**config.mk**
```make
export PLATFORM = sky130hd
export DESIGN_NAME = add_accumulator
export DESIGN_NICKNAME = d
export VERILOG_FILES = /design/src/rtl/add_accumulator.sv
export SDC_FILE = /design/constraint.sdc
export NUM_CORES = 1
export LEC_CHECK = 0
export ABC_AREA = 1
export CAP_MARGIN = 10
export CORE_MARGIN = 2
export CORE_UTILIZATION = 47
export DETAILED_ROUTE_END_ITERATION = 6
export PLACE_DENSITY = 0.85
export SETUP_SLACK_MARGIN = 0.15
export SYNTH_ARGS = -nofsm -noshare
export SYNTH_HDL_FRONTEND = slang
export SYNTH_SLANG_ARGS = --single-unit
```
**constraint.sdc**
```tcl
create_clock -name clk -period 2.25 [get_ports clk]
set_input_delay 0.3375 -clock clk [delete_from_list [all_inputs] [get_ports clk]]
set_output_delay 0.3375 -clock clk [all_outputs]
set_load 0.02 [all_outputs]
```
**src/rtl/add_accumulator.sv**
```systemverilog
// add_accumulator: multi-beat add/subtract accumulator with sticky carry and
// overflow flags, valid/ready operand input and a held result until accepted.
module add_accumulator #(
  parameter int N   = 4,
  parameter int LEN = 3
) (
  input  logic         clk,
  input  logic         rst_n,
  input  logic         start,
  input  logic         clear,
  input  logic         sub,
  input  logic         in_valid,
  input  logic [N-1:0] num,
  output logic         in_ready,
  output logic         out_valid,
  input  logic         out_ready,
  output logic [N-1:0] acc,
  output logic         carry,
  output logic         overflow,
  output logic         zero,
  output logic         negative,
  output logic         busy
);

  // Beat counter is sized to hold the value LEN.
  localparam int CW = $clog2(LEN + 1);
  localparam logic [CW-1:0] LAST_BEAT = CW'(LEN - 1);

  typedef enum logic [1:0] {
    IDLE  = 2'd0,
    ACCUM = 2'd1,
    DONE  = 2'd2
  } state_t;

  state_t        state;
  state_t        state_next;
  logic [CW-1:0] beat_cnt;
  logic          sub_q;

  logic          start_fire;
  logic          beat_fire;
  logic          last_beat;
  logic [N-1:0]  opnd;
  logic [N:0]    sum;
  logic [N-1:0]  sum_acc;
  logic          sum_c;
  logic          step_carry;
  logic          step_ovf;

  // Clear outranks both a new start and an operand beat.
  assign start_fire = (state == IDLE) && start && !clear;
  assign beat_fire  = (state == ACCUM) && in_valid && !clear;
  assign last_beat  = (beat_cnt == LAST_BEAT);

  // Subtraction is done as acc + ~num + 1, so the carry-in equals the op select.
  assign opnd    = sub_q ? ~num : num;
  assign sum     = {1'b0, acc} + {1'b0, opnd} + {{N{1'b0}}, sub_q};
  assign sum_acc = sum[N-1:0];
  assign sum_c   = sum[N];

  // A subtract borrows when no carry comes out of the top bit.
  assign step_carry = sub_q ? ~sum_c : sum_c;
  assign step_ovf   = (acc[N-1] == opnd[N-1]) && (sum_acc[N-1] != acc[N-1]);

  assign zero     = (acc == '0);
  assign negative = acc[N-1];

  // State register.
  always_ff @(posedge clk or negedge rst_n) begin
    if (!rst_n) begin
      state <= IDLE;
    end else begin
      state <= state_next;
    end
  end

  // Next-state decode and state-derived handshake outputs.
  always_comb begin
    state_next = state;
    in_ready   = 1'b0;
    out_valid  = 1'b0;
    busy       = 1'b0;
    case (state)
      IDLE: begin
        if (start) begin
          state_next = ACCUM;
        end
      end
      ACCUM: begin
        in_ready = 1'b1;
        busy     = 1'b1;
        if (in_valid && last_beat) begin
          state_next = DONE;
        end
      end
      DONE: begin
        out_valid = 1'b1;
        busy      = 1'b1;
        if (out_ready) begin
          state_next = IDLE;
        end
      end
      default: begin
        state_next = IDLE;
      end
    endcase
    if (clear) begin
      state_next = IDLE;
    end
  end

  // Accumulator, sticky flags, beat counter and latched operation.
  always_ff @(posedge clk or negedge rst_n) begin
    if (!rst_n) begin
      acc      <= '0;
      carry    <= 1'b0;
      overflow <= 1'b0;
      beat_cnt <= '0;
      sub_q    <= 1'b0;
    end else if (start_fire) begin
      acc      <= '0;
      carry    <= 1'b0;
      overflow <= 1'b0;
      beat_cnt <= '0;
      sub_q    <= sub;
    end else if (beat_fire) begin
      acc      <= sum_acc;
      carry    <= carry | step_carry;
      overflow <= overflow | step_ovf;
      beat_cnt <= beat_cnt + CW'(1);
    end
  end

endmodule
```
Word level (Yosys, flattened, before mapping)
Cells that the tools add are included.
{ "classes": {"muxes": 18, "addsub": 3, "n_reduce_logical": 12, "bitwise_logic": 4, "n_eq_ne": 8} }
{ "ops": {"columns": ["op", "count"], "rows": [
  ["two-way mux 2 bit", 6],
  ["two-way mux 4 bit", 3],
  ["two-way mux 1 bit", 8],
  ["logical AND 1 bit", 6],
  ["!= test 3 bit (second input constant)", 2],
  ["one-hot mux 2 bit (3 select lines)", 1],
  ["adder 4 x 4 -> 5 bit", 1],
  ["adder 5 x 1 -> 5 bit", 1],
  ["== test 2 bit (second input constant)", 2],
  ["logical NOT 4 bit", 1],
  ["NOT 4 bit", 1],
  ["!= test 3 x 2 -> 1 bit (second input constant)", 1],
  ["AND reduction 3 bit", 1],
  ["adder 2 x 1 -> 2 bit (second input constant)", 1],
  ["== test 2 x 1 -> 1 bit (second input constant)", 1],
  ["logical NOT 2 bit", 1],
  ["bitwise OR 1 bit", 2],
  ["nonzero test 2 bit", 1],
  ["OR reduction 2 bit", 1],
  ["== test 1 bit", 1],
  ["logical NOT 1 bit", 1],
  ["!= test 1 bit", 1],
  ["NOT 1 bit", 1]
]} }
{ "totals": {"word_cells": 51, "ff_bits": 11, "inputBits": 11, "output_inout_bits": 11} }

Logic depth before layout (Yosys ltp)
Gate-level depths: netlist of run 1.
{ "logic_depth": {"depth_word": 9, "ltp_mapped": 10} }

Least setup slack after synthesis of run 1
No wires, ideal clock.
{ "synth_path": {"kind": "reg-to-output", "from": "reg acc[1]", "to": "out zero", "slack_ns": 0.677, "t_required_ns": 1.913, "path_stages_with_launch": 2, "path_buffers": 0, "arrival_ns": 1.235, "cell_sequence": "dfrtp_1 nor4_1"} }
{ "synth_via": {"elab_chain_cells": 1} }
{ "synth_lines": {"columns": ["element", "line_no", "text"], "rows": [
  ["start: declaration", "17", "output logic [N-1:0] acc,"],
  ["start signal: assignment", "127", "acc <= sum_acc;"],
  ["logical NOT 4 bit", "65", "assign zero = (acc == '0);"],
  ["end: declaration", "20", "output logic zero,"]
]} }
Every way passes these cells.

Worst setup path after layout of run 1
{ "layout_path": {"from": "reg state[1]", "to": "out in_ready"} }
{ "layout_via": {"elab_chain_cells": 2} }
{ "layout_lines": {"columns": ["element", "line_no", "text"], "rows": [
  ["start: declaration", "35", "state_t state;"],
  ["start signal: assignment", "73", "state <= state_next;"],
  ["== test 2 x 1 -> 1 bit", "83", "case (state)"],
  ["two-way mux 1 bit", "83", null],
  ["end: declaration", "14", "output logic in_ready,"]
]} }
Every way passes these cells.

==> metrics.csv, run 1 <==
metric,value,unit
Routability Congestion,0.804,
post-layout util,67.3,%
Worst Skew,0.00416,ns
worst-path fanout max,3,
Gate Count Post-Synth,94,
final slew viol count,0,
most frequent cell after synthesis,nand2_1,
total iterations of the first detailed-routing run,3,
worst setup margin,0.267,ns
reg2reg setup slack,0.51,ns
Routed WL per cell,12.4,microns
P_leak,0.509,nW
Crit Path Category,flop to output pin,
ANT nets after route,0,
Worst slew margin,67.8,%
sequential area share after synthesis,34.0,%
Chip Height,45.5,microns
core footprint,1560,sq um
"CTS clk-pin slew, worst paths",0.07,ns
R2R Path Start,sub_q,
Synth cell types,24,
crit path DAT,1.65,ns
1st-iter DRT viols,4,
width of the die,45.5,microns
Vias,690,
Reg2Reg Depth,7,
WL final,1.65,mm
Bufs on Longest Clock Path,2,
total power,1.34,mW
Die ar.,2070,sq um
asr flop ratio synth,100,%
initial antenna violation count,0,
vias in the first global route,663,
"area leader, netlist",dfrtp_1,
min cycle time layout,1.98,ns
ANT cells,0,
Synth area leaders,"dfrtp_1 (34%), ha_1 (12%), nand2_1 (9.7%), nand3_1 (4.9%), inv_1 (4.6%)",
setup_tns,0,ns
Core Rows,14,
Ys Warns,0,
Worst-Margin Slew,0.482,ns
Syn Area/Cell,8.61,sq um
first-pass GRT wire length,2.80,mm
HP Class,input pin to async pin,
initial core utilization,51.9,%
placed wire-length estimate,1.38,mm
routed vias/inst,5.19,
Seq cells post-synth,11,
status,finished clean,
Total GRT Usage,19.0,%
IO buf count,21,
Fmax,504,MHz
gr ovfl total,0,
IO Count,22,
Tcrit/Tclk final,88.2,%
Area Overhead vs Synth,29.7,%
final hold vios,0,
synthesized cell area,810,sq um
Synth Net Count,114,
pin count of the biggest net entering global routing,12,
DRC,0,
peak supply drop,0.000692,V
Post-synth EDFFs,0,
top-area cell type share of the netlist area,34.0,%
H-tree Lvls,1,
Clk Tree Root Cell,clkbuf_4,
Post-synth top cells,"nand2_1 (21), dfrtp_1 (11), inv_1 (10)",
Clock Sinks,11,
layout cells sized above 1,12.8,%
Post-CTS Hold Buffers,0,
CTS buffer count,3,
startpoint types,flop,
CP Capture Type,output pin,
CTS tree,built,
max-cap violations,0,
RSZ-0062 raised after global routing,no,
Final setup viols,0,
PwrDens,1280,nW/um^2
clock latency on the worst-skew pair,0.27,ns
Setup WS pre-CTS,0.261,ns
Critical Path RT,1.91,ns
Nets,138,
reg2reg end,carry,
most common flop cell mapped by yosys,dfrtp_1,
how the worst max path moves through the flow:
stage                     startpoint       end  slack, ns  cells after the start
after floorplan               acc[1]      zero       0.68                      1
after global placement        num[0]     carry       0.33                     10
after detailed placement      num[0]     carry       0.26                     10
after CTS                     acc[1]      zero       0.23                      2
after global routing        state[1]  in_ready       0.18                      3
final                       state[1]  in_ready       0.27                      3
area by class of cell:
cell class / count / area, sq um
multi-input cells: 69 / 470
repair buffers: 21 / 213
clock buffers: 4 / 26.3
flip-flops and latches: 11 / 275
fillers: 132 / 509
inverters: 12 / 45.0
well taps: 16 / 20.0
kinds of logic after synthesis:
family,after synthesis,synth area share (%)
and+or+nand+nor,42,28.4
AOI/OAI and AO/OA,13,9.43
adders and majority gates,9,14.8
buffers and inverters,14,7.88
xor gates and xnor gates,5,5.41
DFF,11,34.0
metal layers:
layer  part of all wire (%)  vias to the layer above  GRT usage (%)
met4                    1.3                        0           5.88
met3                    4.3                        2           7.14
met1                     42                      324           23.2
met5                      0                        -              0
li1                       -                      351              -
met2                     52                       13           30.7
layout by cell type, fill, tap and decap left out, types with 3 or more instances in the layout:
cell type,instances
xor2_1,4
dfrtp_1,11
ha_1,8
a21oi_1,5
nand3_1,8
nor2_1,3
clkdlybuf4s50_1,20
clkbuf_4,3
inv_1,10
o21ai_1,3
nand2_1,21
through the flow:
stage | area (sq um) | hold WS (ns) | cells
3_3_place_gp | 1020 | 0.505 | 129
4_1_cts | 1050 | 0.406 | 133
5_1_grt | 1050 | 0.425 | 133
2_1_floorplan | 810 | 0.0419 | 94
6_report | 1050 | 0.390 | 133
3_5_place_dp | 1020 | 0.522 | 129
registers in the layout, summed over array words and instances (netlist names):
signal    flops
acc           4
beat_cnt      2
carry         1
overflow      1
state         2
sub_q         1
power breakdown:
group | leakage [nW] | total, mW | switching, mW | internal [mW]
sequential | 0.145 | 0.361 | 0.0862 | 0.274
combinational | 0.349 | 0.850 | 0.467 | 0.384
clock | 0.0150 | 0.134 | 0.0652 | 0.0687
total | 0.509 | 1.34 | 0.618 | 0.727
worst max-delay path, cell delays in order (launching register included):
cell and delay [ns]:
dfrtp_1 0.39, inv_1 0.11, ha_1 0.25, clkdlybuf4s50_1 0.63
what timing repair did:
item / 4_1_cts / 5_1_grt
buffers inserted: 0 / 0
setup endpoints to repair: 0 / 1
resized for setup: 0 / 1
No activity file was read; power rests on OpenSTA's default activity.
==> run 2: changes to the inputs <==
HOLD_SLACK_MARGIN = 0.02   (was unset)
==> results of run 2 <==
Same layout as run 1: the final DEF is identical, and so are final timing and power.
